### src/rtl/alu_seq.sv
// Registered, handshaked ALU: single-cycle logic/arith ops plus iterative
// shift-add multiply and one-bit-per-cycle logical shifts. One op in flight.
module alu_seq #(
  parameter int WIDTH = 8,
  parameter int SHW   = $clog2(WIDTH) + 1
) (
  input  logic             CLK,
  input  logic             RESET_N,
  input  logic             IN_VALID,
  output logic             IN_READY,
  input  logic [2:0]       OP,
  input  logic [WIDTH-1:0] INPUT_A,
  input  logic [WIDTH-1:0] INPUT_B,
  output logic             OUT_VALID,
  input  logic             OUT_READY,
  output logic [WIDTH-1:0] OUT,
  output logic             ZERO,
  output logic             CARRY
);

  typedef enum logic [1:0] {S_IDLE, S_BUSY, S_DONE} state_t;

  localparam logic [2:0] OP_PASS = 3'b000;
  localparam logic [2:0] OP_SUB  = 3'b001;
  localparam logic [2:0] OP_MUL  = 3'b010;
  localparam logic [2:0] OP_XOR  = 3'b011;
  localparam logic [2:0] OP_ADD  = 3'b100;
  localparam logic [2:0] OP_SHL  = 3'b101;
  localparam logic [2:0] OP_SHR  = 3'b110;
  localparam logic [2:0] OP_AND  = 3'b111;

  // WIDTH always fits in WIDTH bits (WIDTH >= 2) and in SHW bits.
  localparam logic [WIDTH-1:0] W_B = WIDTH'(WIDTH);
  localparam logic [SHW-1:0]   W_S = SHW'(WIDTH);

  state_t             r_state;
  logic [2:0]         r_op;
  logic [WIDTH-1:0]   r_a, r_b;
  logic [2*WIDTH-1:0] r_acc, r_mc;
  logic [SHW-1:0]     r_cnt;
  logic               r_in_ready, r_out_valid, r_zero, r_carry;
  logic [WIDTH-1:0]   r_out;

  logic [WIDTH:0]     w_sum, w_dif;
  logic [SHW-1:0]     w_s;
  logic               w_go_busy, w_last;
  logic [WIDTH-1:0]   w_res, w_fin_res, w_shl, w_shr;
  logic               w_cy, w_fin_cy;
  logic [2*WIDTH-1:0] w_acc_nxt;

  assign IN_READY  = r_in_ready;
  assign OUT_VALID = r_out_valid;
  assign OUT       = r_out;
  assign ZERO      = r_zero;
  assign CARRY     = r_carry;

  assign w_sum     = {1'b0, INPUT_A} + {1'b0, INPUT_B};
  assign w_dif     = {1'b0, INPUT_A} - {1'b0, INPUT_B};
  // Whole B is compared, so huge counts saturate instead of wrapping.
  assign w_s       = (INPUT_B >= W_B) ? W_S : INPUT_B[SHW-1:0];
  assign w_acc_nxt = r_acc + (r_b[0] ? r_mc : '0);
  assign w_shl     = {r_a[WIDTH-2:0], 1'b0};
  assign w_shr     = {1'b0, r_a[WIDTH-1:1]};
  assign w_last    = (r_cnt == SHW'(1));

  // Result of ops that finish on the accept edge (incl. zero-count shifts).
  always_comb begin
    w_res     = INPUT_A;
    w_cy      = 1'b0;
    w_go_busy = 1'b0;
    case (OP)
      OP_PASS: w_res = INPUT_A;
      OP_SUB:  begin w_res = w_dif[WIDTH-1:0]; w_cy = w_dif[WIDTH]; end
      OP_MUL:  w_go_busy = 1'b1;
      OP_XOR:  w_res = INPUT_A ^ INPUT_B;
      OP_ADD:  begin w_res = w_sum[WIDTH-1:0]; w_cy = w_sum[WIDTH]; end
      OP_SHL,
      OP_SHR:  w_go_busy = (w_s != '0);
      OP_AND:  w_res = INPUT_A & INPUT_B;
      default: w_res = INPUT_A;
    endcase
  end

  always_comb begin
    w_fin_res = w_acc_nxt[WIDTH-1:0];
    w_fin_cy  = |w_acc_nxt[2*WIDTH-1:WIDTH];
    if (r_op == OP_SHL) begin
      w_fin_res = w_shl;
      w_fin_cy  = r_a[WIDTH-1];
    end else if (r_op == OP_SHR) begin
      w_fin_res = w_shr;
      w_fin_cy  = r_a[0];
    end
  end

  always_ff @(posedge CLK or negedge RESET_N) begin
    if (!RESET_N) begin
      r_state     <= S_IDLE;
      r_op        <= '0;
      r_a         <= '0;
      r_b         <= '0;
      r_acc       <= '0;
      r_mc        <= '0;
      r_cnt       <= '0;
      r_in_ready  <= 1'b1;
      r_out_valid <= 1'b0;
      r_out       <= '0;
      r_zero      <= 1'b0;
      r_carry     <= 1'b0;
    end else begin
      case (r_state)
        S_IDLE: if (IN_VALID) begin
          r_op       <= OP;
          r_a        <= INPUT_A;
          r_b        <= INPUT_B;
          r_acc      <= '0;
          r_mc       <= {{WIDTH{1'b0}}, INPUT_A};
          r_cnt      <= (OP == OP_MUL) ? W_S : w_s;
          r_in_ready <= 1'b0;
          if (w_go_busy) begin
            r_state <= S_BUSY;
          end else begin
            r_out       <= w_res;
            r_zero      <= (w_res == '0);
            r_carry     <= w_cy;
            r_out_valid <= 1'b1;
            r_state     <= S_DONE;
          end
        end
        S_BUSY: begin
          r_cnt <= r_cnt - SHW'(1);
          case (r_op)
            OP_MUL: begin
              r_acc <= w_acc_nxt;
              r_mc  <= r_mc << 1;
              r_b   <= r_b >> 1;
            end
            OP_SHL:  r_a <= w_shl;
            default: r_a <= w_shr;
          endcase
          if (w_last) begin
            r_out       <= w_fin_res;
            r_zero      <= (w_fin_res == '0);
            r_carry     <= w_fin_cy;
            r_out_valid <= 1'b1;
            r_state     <= S_DONE;
          end
        end
        S_DONE: if (OUT_READY) begin
          r_out_valid <= 1'b0;
          r_in_ready  <= 1'b1;
          r_state     <= S_IDLE;
        end
        default: r_state <= S_IDLE;
      endcase
    end
  end

endmodule

### config.mk
export PLATFORM = sky130hd
export DESIGN_NAME = alu_seq
export DESIGN_NICKNAME = d
export VERILOG_FILES = /design/src/rtl/alu_seq.sv
export SDC_FILE = /design/constraint.sdc
export NUM_CORES = 1
export LEC_CHECK = 0
export BUFFER_PORTS_ARGS = -buffer_cell sky130_fd_sc_hd__buf_2
export CAP_MARGIN = 10
export CORE_ASPECT_RATIO = 1.5
export CORE_MARGIN = 2
export CORE_UTILIZATION = 55
export CTS_CLUSTER_DIAMETER = 50
export DETAILED_ROUTE_END_ITERATION = 16
export PLACE_DENSITY = 0.76
export RECOVER_POWER = 50
export SYNTH_ARGS = -nofsm -noshare
export SYNTH_HDL_FRONTEND = slang
export SYNTH_SLANG_ARGS = --single-unit
### constraint.sdc
create_clock -name CLK -period 4.3 [get_ports CLK]
set_input_delay 0.645 -clock CLK [delete_from_list [all_inputs] [get_ports CLK]]
set_output_delay 0.645 -clock CLK [all_outputs]
set_load 0.005 [all_outputs]
# == After elaboration in Yosys (flattened, before gate mapping) ==
# Index checks and enable logic that the tools add are counted.
# word_totals
reg_bits,69
inputBits,23
elab_cells,104
# op_classes
addsub,4
n_lt_le_gt_ge,1
n_eq_ne,19
n_mux,49
n_bitwise,2
n_reduce_logical,17
# ops
op,n
2-to-1 mux 16 bit,5
2-to-1 mux 8 bit,8
one-hot mux 16 bit (2 select lines),2
one-hot mux 8 bit (2 select lines),4
one-hot mux 8 bit (4 select lines),1
"equality test 3 bit, second input constant",6
adder 16 bit,1
zero test 8 bit,2
2-to-1 mux 1 bit,14
2-to-1 mux 4 bit,3
AND reduction 3 bit,4
"inequality test 2 bit, second input constant",5
one-hot mux 1 bit (2 select lines),5
adder 8 x 8 -> 9 bit,1
"equality test 3 x 2 -> 1 bit, second input constant",3
subtractor 8 x 8 -> 9 bit,1
bitwise AND 8 bit,1
">= comparator 8 x 4 -> 1 bit, second input constant",1
2-to-1 mux 2 bit,4
one-hot mux 4 bit (2 select lines),1
OR reduction 8 bit,1
XOR 8 bit,1
one-hot mux 2 bit (3 select lines),1
AND reduction 5 bit,1
other kinds (14),16

# == Longest topological paths before layout ==
# depth
ltp_word,7
depth_mapped,12
ltp_nobuf,12

# == Worst setup path before layout ==
# No wires, ideal clock.
# synth_timing
path_kind,register -> register
from,register r_b[0]
to,register r_carry (netlist: CARRY)
arrival_ns,2.736
required_time_ns,4.168
slack_ns,1.432
stages_incl_launch_ff,12
synth_period_minus_slack_ns,2.868
path_cell_list,dfrtp_1 clkbuf_1 and2_1 ha_1 a21oi_1 o21ai_1 a2111oi_1 nor2_1 xnor2_1 or4b_1 nor4_2 a31oi_1
# synth_between
elab_chain_cells,7
# synth_rtl
element,line,text
start: declaration,38,"logic [WIDTH-1:0] r_a, r_b;"
start signal: assignment,136,r_b <= r_b >> 1;
2-to-1 mux 16 bit,61,assign w_acc_nxt = r_acc + (r_b[0] ? r_mc : '0);
adder 16 bit,61,
OR reduction 8 bit,86,w_fin_cy = |w_acc_nxt[2*WIDTH-1:WIDTH];
2-to-1 mux 1 bit,90,end else if (r_op == OP_SHR) begin
2-to-1 mux 1 bit,87,if (r_op == OP_SHL) begin
2-to-1 mux 1 bit,141,if (w_last) begin
one-hot mux 1 bit (2 select lines),111,case (r_state)
end signal: assignment,125,r_carry <= w_cy;
end signal: assignment,144,r_carry <= w_fin_cy;
end: declaration,41,"logic r_in_ready, r_out_valid, r_zero, r_carry;"
# Every way passes these cells. The select of a mux whose other input is x is not followed.
# A chain may end at the register's enable or synchronous reset.

# == Final worst setup path ==
# Same ends and word-level chain as after synthesis.

==> results.toml <==
[status]
status = "finished, violations left"
violations = "max-capacitance violations, max-slew violations"

[setup_path]
path_buf_inv = 0
cp_cell_sequence = "and2_1, ha_1, a211oi_2, nor2_1, a2111oi_1, nor2_1, xnor2_1, or4b_1, nor4_2, a31oi_1"
worst_path_largest_cell_delay_ns = 0.64
r2r_start = "r_b[0]$_DFFE_PN0P_"
crit_path_start_kind = "flop"
cp.required_ns = 4.52
cp_max_fo = 17
critPathKind = "flop to flop"
crit_family = "simple AND/OR/NAND/NOR gates"
cpMostUsedCell = "nor2_1"
worstReg2RegEnd = "CARRY$_DFFE_PN0P_"
r2r_setup_slack_ns = 0.92
worstSetupEndpointType = "flop"
slowest_stage = "dfrtp_1"
worst-r2r-cell-count = 10
cp.arrival_ns = 3.59

[hold_path]
min_path_cells = 2
worstHoldStart = "OUT[1]$_DFFE_PN0P_"
holdPathEnd = "OUT[1]$_DFFE_PN0P_"
hp-class = "flop to flop"

[logic_synthesis]
synth_area_per_cell_um2 = 8.36
netlist.area_leader.share = 0.325
syn_inst = 626
syn-num-nets = 688
synth_area_leaders = "dfrtp_1 (32%), ha_1 (8.6%), o21ai_0 (6.3%)"
yosysUniqueCellTypes = 64
synth_commonest_cells = "nand2_1 (78), dfrtp_1 (68), o21ai_0 (66)"
synth.cell_area_um2 = 5240
yosysSeqAreaShare = 0.330
synth-edff-count = 0
synthFlopType = "dfrtp_1"
ys_warn_count = 0
yosys.area.top_type = "dfrtp_1"
synth.most_common_cell = "nand2_1"
synth-async-reset-ratio = 1.00
synth-seq-cells = 69

[timing]
slew_headroom = -0.317
rsz0062_at_grt = "false"
hold_viol = 0
clock_skew_ns = 0.00789
fmax_ghz = 0.296
finalSetupTns_ns = 0
fin_crit_sh = 0.785
finalCriticalPeriod_ns = 3.38
drv_slew = 37
holdWs_ns = 0.483
tightest_slew_ns = 1.97
setup_ws_ns = 0.923
setup_viol = 0

[floorplan]
initial_core_util = 0.566
dieArea_um2 = 10300
dieHeight_um = 124
core_area_um2 = 9250
die_w_um = 83.7
io_pins = 35
std_cell_rows = 43

[finish]
fillCellCount = 827
fin_area_um2 = 5850
num-nets-final = 705
area_delta_synth_final_pct = 11.7
n_antenna_cell = 0
layout-drive-gt1-share = 0.108

[drt]
drtIter0Drc = 286
drt-pass1-iter-count = 5
routedWlPerCell_um = 18.1
drc = 0
ant_nets = 0
vias_per_cell = 6.29
num_vias = 4784
wl_um = 13800

[placement]
placed_area_um2 = 5460
dp.final_hpwl_um = 10300
finalWeightedCongestion = 0.932
port_buffers = 34
place_ws_ns = 0.963

[global_route]
grt_pass1_wl_um = 22900
grt_pass1_vias = 4595
grt_max_degree = 52
antenna_found_initial = 0
grt_use_total = 0.281
grt-ovfl-total = 0

[clock_network]
cts.repair.resized = 0
cts_setup_buffers = 0
cts_tree = "done"
clk_pin_slew_worst_paths_ns = 0.06
htreeDepth = 3
worstSkewPairLatency_ns = 0.35
clockRootBuffer = "clkbuf_16"
numCtsBuffers = 9
clock_sinks = 69
clk_path_buf_depth = 2
cts_hold_buf = 0

[job]
drv_cap = 1

[pwr]
power_per_cell_area_nw_per_um2 = 550
p_leak_nw = 2.69
ir_worst_vdd_uv = 350
## per-stage QoR
step	cells	total power, mW	util
2_1_floorplan	626	1.89	-
3_3_place_gp	743	2.21	0.590
3_5_place_dp	743	2.26	0.590
4_1_cts	759	3.20	0.630
5_1_grt	760	3.43	0.632
6_report	760	3.22	0.632
## final cells by class
type                       count  area [um2]  area share
multi-input combinational    495        3280       0.562
sequential                    69        1730       0.295
clock buffer                  10         239      0.0409
timing repair buffer          39         214      0.0366
tap                          112         140      0.0240
clock inverter                 6         134      0.0229
inverter                      29         109      0.0186
## routing by layer
layer  part of all wire  vias up  global-route usage
li1                   -     2296                   -
met1               0.39     2304               0.324
met3              0.036       45              0.0514
met2               0.53      139               0.500
met5                  0        -                   0
met4              0.043        0               0.139
## registers in the layout, summed over array words and instances (netlist names)
register	cells
IN_READY	1
CARRY	1
OUT	8
r_a	8
r_mc	16
r_cnt	4
r_state	2
r_acc	16
ZERO	1
r_op	3
r_b	8
OUT_VALID	1
## report_power, final
part	internal (mW)	leakage [nW]	total, mW	switching (mW)
registers	0.862	0.888	1.06	0.198
logic	0.477	1.62	1.23	0.751
clock network	0.641	0.183	0.930	0.289
total	1.98	2.69	3.22	1.24
## cells in the final DEF, fill, tap and decap left out, types with 9 or more instances in the layout
master,instances
xnor2_1,13
nor2b_1,12
nor2_1,37
buf_2,29
clkbuf_16,9
nand3_1,20
o21ai_0,66
ha_1,35
a22o_1,22
nand2b_1,10
and2_1,16
nor3_1,14
dfrtp_1,68
mux2i_1,16
nand2_1,78
inv_1,28
a21oi_1,42
## how the worst max path moves through the flow
stage	end	slack (ns)	depth (start not counted)	from
after floorplan	CARRY$_DFFE_PN0P_	1.43	11	r_b[0]$_DFFE_PN0P_
after global routing	CARRY$_DFFE_PN0P_	0.66	10	r_b[0]$_DFFE_PN0P_
after detailed placement	CARRY$_DFFE_PN0P_	0.96	10	r_b[0]$_DFFE_PN0P_
final	CARRY$_DFFE_PN0P_	0.92	10	r_b[0]$_DFFE_PN0P_
after global placement	CARRY$_DFFE_PN0P_	1.14	10	r_b[0]$_DFFE_PN0P_
after CTS	CARRY$_DFFE_PN0P_	0.94	10	r_b[0]$_DFFE_PN0P_
## worst min-delay path, stage by stage (launching register included)
cell and delay [ns]:
dfrtp_1 0.34, nand2_1 0.04, o21ai_0 0.06
## cells by family after synthesis
family | after synthesis | share of synthesized area
AOI/OAI and AO/OA | 204 | 0.252
xor gates and xnor gates | 18 | 0.0301
adders and majority gates | 39 | 0.0975
buffers and inverters | 62 | 0.0454
DFF | 69 | 0.330
muxes | 24 | 0.0478
and+or+nand+nor | 210 | 0.198
(Power assumes the default switching activity.)
